### config.mk
export PLATFORM = sky130hd
export DESIGN_NAME = fetch_unit
export DESIGN_NICKNAME = d
export VERILOG_FILES = /design/src/rtl/fetch_unit_pkg.sv /design/src/rtl/fetch_fifo.sv /design/src/rtl/fetch_unit.sv
export SDC_FILE = /design/constraint.sdc
export NUM_CORES = 1
export LEC_CHECK = 0
export BUFFER_PORTS_ARGS = -buffer_cell sky130_fd_sc_hd__buf_2
export CORE_MARGIN = 5
export CORE_UTILIZATION = 35
export CTS_CLUSTER_SIZE = 14
export DETAILED_ROUTE_END_ITERATION = 16
export SLEW_MARGIN = 20
export SYNTH_ARGS = -nofsm -noshare
export SYNTH_HDL_FRONTEND = slang
export SYNTH_SLANG_ARGS = --single-unit
### constraint.sdc
create_clock -name clk -period 4.1 [get_ports clk]
set_input_delay 0.82 -clock clk [delete_from_list [all_inputs] [get_ports clk]]
set_output_delay 0.82 -clock clk [all_outputs]
set_load 0.05 [all_outputs]
### src/rtl/fetch_unit_pkg.sv
// Shared types and constants for the instruction fetch unit.
package fetch_unit_pkg;

  localparam int          INST_W           = 32;
  localparam logic [31:0] DEFAULT_RESET_PC = 32'h0000_0000;
  localparam logic [31:0] PC_INC           = 32'd4;

  typedef struct packed {
    logic [31:0]       pc;
    logic [INST_W-1:0] inst;
  } fetch_entry_t;

endpackage

### src/rtl/fetch_fifo.sv
// Instruction queue: power-of-two ring buffer of {pc, inst} entries with flush.
module fetch_fifo
  import fetch_unit_pkg::*;
#(
  parameter int DEPTH = 4,
  parameter int CW    = $clog2(DEPTH + 1)
) (
  input  logic         clk,
  input  logic         reset,
  input  logic         push,
  input  fetch_entry_t push_entry,
  input  logic         pop,
  input  logic         flush,
  output logic         full,
  output logic         empty,
  output logic [CW-1:0] count,
  output fetch_entry_t head
);

  localparam int AW = $clog2(DEPTH);

  fetch_entry_t    mem [DEPTH];
  logic [AW-1:0]   wr_ptr;
  logic [AW-1:0]   rd_ptr;
  logic            do_push;
  logic            do_pop;

  assign full    = (count == CW'(DEPTH));
  assign empty   = (count == '0);
  assign do_push = push && !full;
  assign do_pop  = pop && !empty;
  assign head    = mem[rd_ptr];

  always_ff @(posedge clk or posedge reset) begin
    if (reset) begin
      wr_ptr <= '0;
      rd_ptr <= '0;
      count  <= '0;
    end else if (flush) begin
      wr_ptr <= '0;
      rd_ptr <= '0;
      count  <= '0;
    end else begin
      if (do_push) wr_ptr <= wr_ptr + AW'(1);
      if (do_pop)  rd_ptr <= rd_ptr + AW'(1);
      count <= count + CW'(do_push) - CW'(do_pop);
    end
  end

  // Storage carries no reset; entries are only observed while count says they are live.
  always_ff @(posedge clk) begin
    if (do_push && !flush) mem[wr_ptr] <= push_entry;
  end

endmodule

### src/rtl/fetch_unit.sv
// Instruction fetch unit: credit-limited sequential fetch with redirect and stale-response discard.
module fetch_unit
  import fetch_unit_pkg::*;
#(
  parameter logic [31:0] RESET_PC = DEFAULT_RESET_PC,
  parameter int          QDEPTH   = 4
) (
  input  logic        clk,
  input  logic        reset,
  output logic        imem_req_valid,
  input  logic        imem_req_ready,
  output logic [31:0] imem_req_addr,
  input  logic        imem_rsp_valid,
  input  logic [31:0] imem_rsp_data,
  input  logic        redirect_valid,
  input  logic [31:0] redirect_pc,
  output logic        inst_valid,
  input  logic        inst_ready,
  output logic [31:0] inst_data,
  output logic [31:0] inst_pc
);

  localparam int CW = $clog2(QDEPTH + 1);

  // Handshakes: a transfer happens in a cycle where valid && ready are both high at the
  // rising edge; valid never depends on ready. Responses have no ready and are taken as offered.

  logic [31:0]   fetch_pc;
  logic [31:0]   rsp_pc;
  logic [CW-1:0] outstanding;
  logic [CW-1:0] discard;
  logic [CW-1:0] fifo_count;
  logic [CW:0]   credit_used;
  logic          fifo_full;
  logic          fifo_empty;
  fetch_entry_t  fifo_head;
  fetch_entry_t  rsp_entry;
  logic          issue;
  logic          rsp_acc;
  logic          rsp_drop;
  logic          rsp_keep;
  logic          fifo_push;
  logic          pop;
  logic [31:0]   redirect_aligned;
  logic          unused_bits;

  assign unused_bits      = ^redirect_pc[1:0];
  assign redirect_aligned = {redirect_pc[31:2], 2'b00};

  // Queue slots already claimed: resident entries plus in-flight requests that will be kept.
  assign credit_used = {1'b0, fifo_count} + {1'b0, outstanding} - {1'b0, discard};

  assign imem_req_valid = !reset && !redirect_valid
                          && (outstanding < CW'(QDEPTH))
                          && (credit_used < (CW + 1)'(QDEPTH));
  assign imem_req_addr  = fetch_pc;

  assign issue     = imem_req_valid && imem_req_ready;
  assign rsp_acc   = imem_rsp_valid && (outstanding != '0);
  assign rsp_drop  = rsp_acc && (discard != '0);
  assign rsp_keep  = rsp_acc && (discard == '0);
  assign fifo_push = rsp_keep && !redirect_valid && !fifo_full;
  assign pop       = inst_valid && inst_ready;
  assign rsp_entry = '{pc: rsp_pc, inst: imem_rsp_data};

  always_ff @(posedge clk or posedge reset) begin
    if (reset) begin
      fetch_pc    <= RESET_PC;
      rsp_pc      <= RESET_PC;
      outstanding <= '0;
      discard     <= '0;
    end else begin
      outstanding <= outstanding + CW'(issue) - CW'(rsp_acc);
      if (redirect_valid) begin
        fetch_pc <= redirect_aligned;
        rsp_pc   <= redirect_aligned;
        // Everything still in flight after this cycle belongs to the old path.
        discard  <= outstanding - CW'(rsp_acc);
      end else begin
        if (issue)    fetch_pc <= fetch_pc + PC_INC;
        if (rsp_keep) rsp_pc   <= rsp_pc + PC_INC;
        if (rsp_drop) discard  <= discard - CW'(1);
      end
    end
  end

  fetch_fifo #(
    .DEPTH (QDEPTH),
    .CW    (CW)
  ) u_fifo (
    .clk        (clk),
    .reset      (reset),
    .push       (fifo_push),
    .push_entry (rsp_entry),
    .pop        (pop),
    .flush      (redirect_valid),
    .full       (fifo_full),
    .empty      (fifo_empty),
    .count      (fifo_count),
    .head       (fifo_head)
  );

  assign inst_valid = !fifo_empty;
  assign inst_data  = inst_valid ? fifo_head.inst : '0;
  assign inst_pc    = inst_valid ? fifo_head.pc   : '0;

endmodule
==> flow_summary.json <==
{
  "routability_congestion_estimate": 0.788,
  "layoutNonFillerInstCount": 1580,
  "period_share": 0.956,
  "swShare": 0.366,
  "clock_tree.htree_level_count": 2,
  "ctsLongestPathBuffers": 3,
  "netlist_top_cells_area": "sky130_fd_sc_hd__edfxtp_1, sky130_fd_sc_hd__dfrtp_1, sky130_fd_sc_hd__mux4_2, sky130_fd_sc_hd__and2_1, sky130_fd_sc_hd__xnor2_1",
  "globalRoute.totalOverflow": 0,
  "grt_pass1_wl_um": 48600,
  "drt.antenna.violating_nets": 0,
  "grt_pass1_vias": 8299,
  "layout-drive-gt1-share": 0.293,
  "setup_viol": 0,
  "finClkSkew_ns": 0.00622,
  "setup.worst_path.class": "reg -> out",
  "combined_area_of_all_synthesized_cells_um2": 13800,
  "drt_first_iter_violations": 419,
  "numCtsBuffers": 36,
  "design.die.area_um2": 43500,
  "chipHeight_um": 209,
  "hpwl_after_detailed_placement_um": 20200,
  "synth_flop_cell": "sky130_fd_sc_hd__edfxtp_1",
  "cts_sinks": 321,
  "filler_cell_count": 3565,
  "die_width_um": 209,
  "detailroute.via_count": 7948,
  "report.final.hold_viol_count": 0,
  "post-cts-setup-buffers": 0,
  "grt_use_total": 0.139,
  "cts_tree": "yes",
  "synth_largest_area_cell": "sky130_fd_sc_hd__edfxtp_1",
  "power.leakage_nw": 5.87,
  "yosys_register_bits": 321,
  "outcome": "complete, no violations",
  "grt_max_degree": 64,
  "syn_to_final_growth_pct": 19.9,
  "worst_ir_drop_vdd_mv": 0.285,
  "worst_skew_pair_latency_ns": 0.50,
  "totalNegativeSetupSlack_ns": 0,
  "ys_warn_count": 0,
  "crit_chain": "inv_1 > fa_1 > inv_1 > ha_1 > and3b_1 > or4_4 > nand2_1 > and3_1 > buf_4",
  "totalWireLength_um": 30700,
  "rsz_0062_raised_after_global_routing": "no",
  "number_of_top_level_pins": 168,
  "worst_path_most_repeated_cell": "sky130_fd_sc_hd__inv_1",
  "critical_path.startpoint_type": "register",
  "design.core.area_um2": 38800,
  "postSynth.asyncResetShare": 0.227,
  "setup_slack_after_layout_ns": 0.180,
  "number_of_flops_mapped_to_enable_cells_by_yosys": 248,
  "max_freq_mhz": 255,
  "placementRows": 72,
  "holdCritPathClass": "in -> async",
  "path_clk_slew_ns": 0.05,
  "initial_core_util": 0.356,
  "antenna_violations_before_repair": 0,
  "timing.critical_path.fanout_max": 5,
  "maxCapViolations": 0,
  "synth_most_common_cell": "sky130_fd_sc_hd__edfxtp_1",
  "cp.required_ns": 3.28,
  "post_drt_wl_per_cell_um": 19.4,
  "power.share.sequential": 0.362,
  "vias_per_cell": 5.03,
  "postSynthCellCount": 861,
  "synth-seq-area-share": 0.671,
  "cts_root_buffer": "sky130_fd_sc_hd__clkbuf_16",
  "synth_top_area_share": 0.539,
  "synthesis.area_per_instance_um2": 16.0,
  "synth_common_cells": "sky130_fd_sc_hd__edfxtp_1, sky130_fd_sc_hd__dfrtp_1, sky130_fd_sc_hd__and2_1",
  "rel_slew_slack": 0.432,
  "number_of_cells_in_the_design_after_placement": 1518,
  "timing.reg2reg.setup_slack_ns": 0.39,
  "cell_with_the_largest_stage_delay_on_the_worst_path": "sky130_fd_sc_hd__fa_1",
  "cell_internal_pwr_mw": 6.97,
  "worst_path_largest_cell_delay_ns": 0.55,
  "numPortBuffers": 161,
  "synth_cell_types": 52,
  "clock_power_share": 0.297,
  "power.net_switching_mw": 4.03,
  "firstDrtPassIters": 4,
  "powerDensity_nw_per_um2": 664,
  "data_arrival_critical_path_ns": 3.10,
  "layout_min_cycle_time_ns": 3.92,
  "antenna_cells": 0,
  "tightestPinTransition_ns": 0.851,
  "endpoint_class_of_the_critical_path": "primary output",
  "drc": 0,
  "slew_viol_final": 0,
  "finish.net_count": 1129,
  "preCtsSetupSlack_ns": 0.411,
  "p_comb_frac": 0.341
}
==> state kept, by name (all words and copies together) (netlist names) <==
register,flops
u_fifo.wr_ptr,2
imem_req_addr,30
u_fifo.mem,248
u_fifo.rd_ptr,2
rsp_pc,30
discard,3
outstanding,3
u_fifo.count,3
==> critical path, delay by kind of cell, from the launching register on <==
family,cells,cell delay (ns)
adders and majority gates,2,0.82
DFF,1,0.34
and+or+nand+nor,4,1.07
buffers and inverters,3,0.36
==> cell type report <==
| class | instances | area, um^2 | area share |
|---|---|---|---|
| multi-input cells | 471 | 4270 | 0.258 |
| clock buffers | 44 | 962 | 0.0581 |
| inverters | 26 | 97.6 | 0.00589 |
| well taps | 518 | 648 | 0.0391 |
| clock inverters | 18 | 239 | 0.0144 |
| flip-flops and latches | 321 | 9280 | 0.560 |
| repair buffers | 182 | 1070 | 0.0644 |
==> per-stage QoR <==
stage | util | power [mW] | instance area, um^2 | hold slack, ns
after floorplan | - | 6.85 | 13800 | 0.494
after global placement | 0.395 | 7.84 | 15400 | 0.545
after detailed placement | 0.395 | 7.87 | 15400 | 0.570
after CTS | 0.426 | 11.2 | 16600 | 0.503
after global routing | 0.426 | 11.6 | 16600 | 0.520
final | 0.426 | 11.0 | 16600 | 0.522
==> final timing paths <==
path                                          start  cells after the start                             to
max                        outstanding[1]$_DFF_PP0_                      9                 imem_req_valid
min in group clk                  imem_rsp_data[29]                      1    u_fifo.mem[2][29]$_DFFE_PP_
max reg2reg                outstanding[2]$_DFF_PP0_                     12       outstanding[2]$_DFF_PP0_
min reg2reg                  rsp_pc[31]$_DFFE_PP0N_                      0    u_fifo.mem[2][63]$_DFFE_PP_
max in group asynchronous                     reset                      3  imem_req_addr[10]$_DFFE_PP0P_
min                                           reset                      2       outstanding[0]$_DFF_PP0_
==> logic make-up (layout without fill, tap and decap cells) <==
group	count (synthesis)	after routing	share of synthesized area
AO/OA/AOI/OAI	89	89	0.0483
XOR/XNOR	49	49	0.0311
adder cells (fa/ha/maj)	21	21	0.0212
buffers and inverters	72	270	0.0212
flip-flops	321	321	0.671
multiplexers	73	73	0.109
other	1	4	0.000271
AND/OR/NAND/NOR	235	235	0.0972
==> timing repair <==
item	4_1_cts	5_1_grt
gates resized for setup	1	2
hold buffers	0	0
endpoints found under the setup margin	1	1
==> per-layer routing <==
| layer | part of all wire | GRT usage |
|---|---|---|
| met4 | 0.016 | 0.0286 |
| met5 | 0 | 0 |
| met1 | 0.47 | 0.201 |
| met3 | 0.049 | 0.0267 |
| met2 | 0.47 | 0.224 |
==> placed cells by master, fill, tap and decap left out, drive strengths merged, types with 3 or more instances in the layout <==
cell type / netlist / final
edfxtp: 248 / 248
buf: 14 / 182
dfrtp: 73 / 73
and2: 69 / 69
mux4: 62 / 62
clkbuf: 32 / 44
nand2: 32 / 32
xnor2: 28 / 28
nor2: 26 / 26
inv: 26 / 26
a21oi: 21 / 21
xor2: 21 / 21
nand3: 20 / 20
o31a: 17 / 17
ha: 17 / 17
nand4: 16 / 16
a21boi: 14 / 14
nand2b: 14 / 14
and4: 12 / 12
nor4: 11 / 11
clkinv: 0 / 11
and3: 9 / 9
a211oi: 9 / 9
o21ai: 9 / 9
mux2i: 7 / 7
nor3: 7 / 7
bufinv: 0 / 6
or4: 5 / 5
mux2: 4 / 4
nor3b: 4 / 4
nor2b: 4 / 4
fa: 4 / 4
conb: 1 / 4
a2111oi: 4 / 4
a31oi: 3 / 3
o31ai: 3 / 3
==> power groups by stage <==
stage / sequential, mW / clock (mW) / combinational [mW]
floorplan: 4.03 / 0 / 2.83
global placement: 4.04 / 0 / 3.79
detailed placement: 4.05 / 0 / 3.82
CTS: 3.99 / 3.36 / 3.83
global route: 4.03 / 3.48 / 4.05
finish: 3.98 / 3.27 / 3.75
Power figures use the tool's default switching activity.
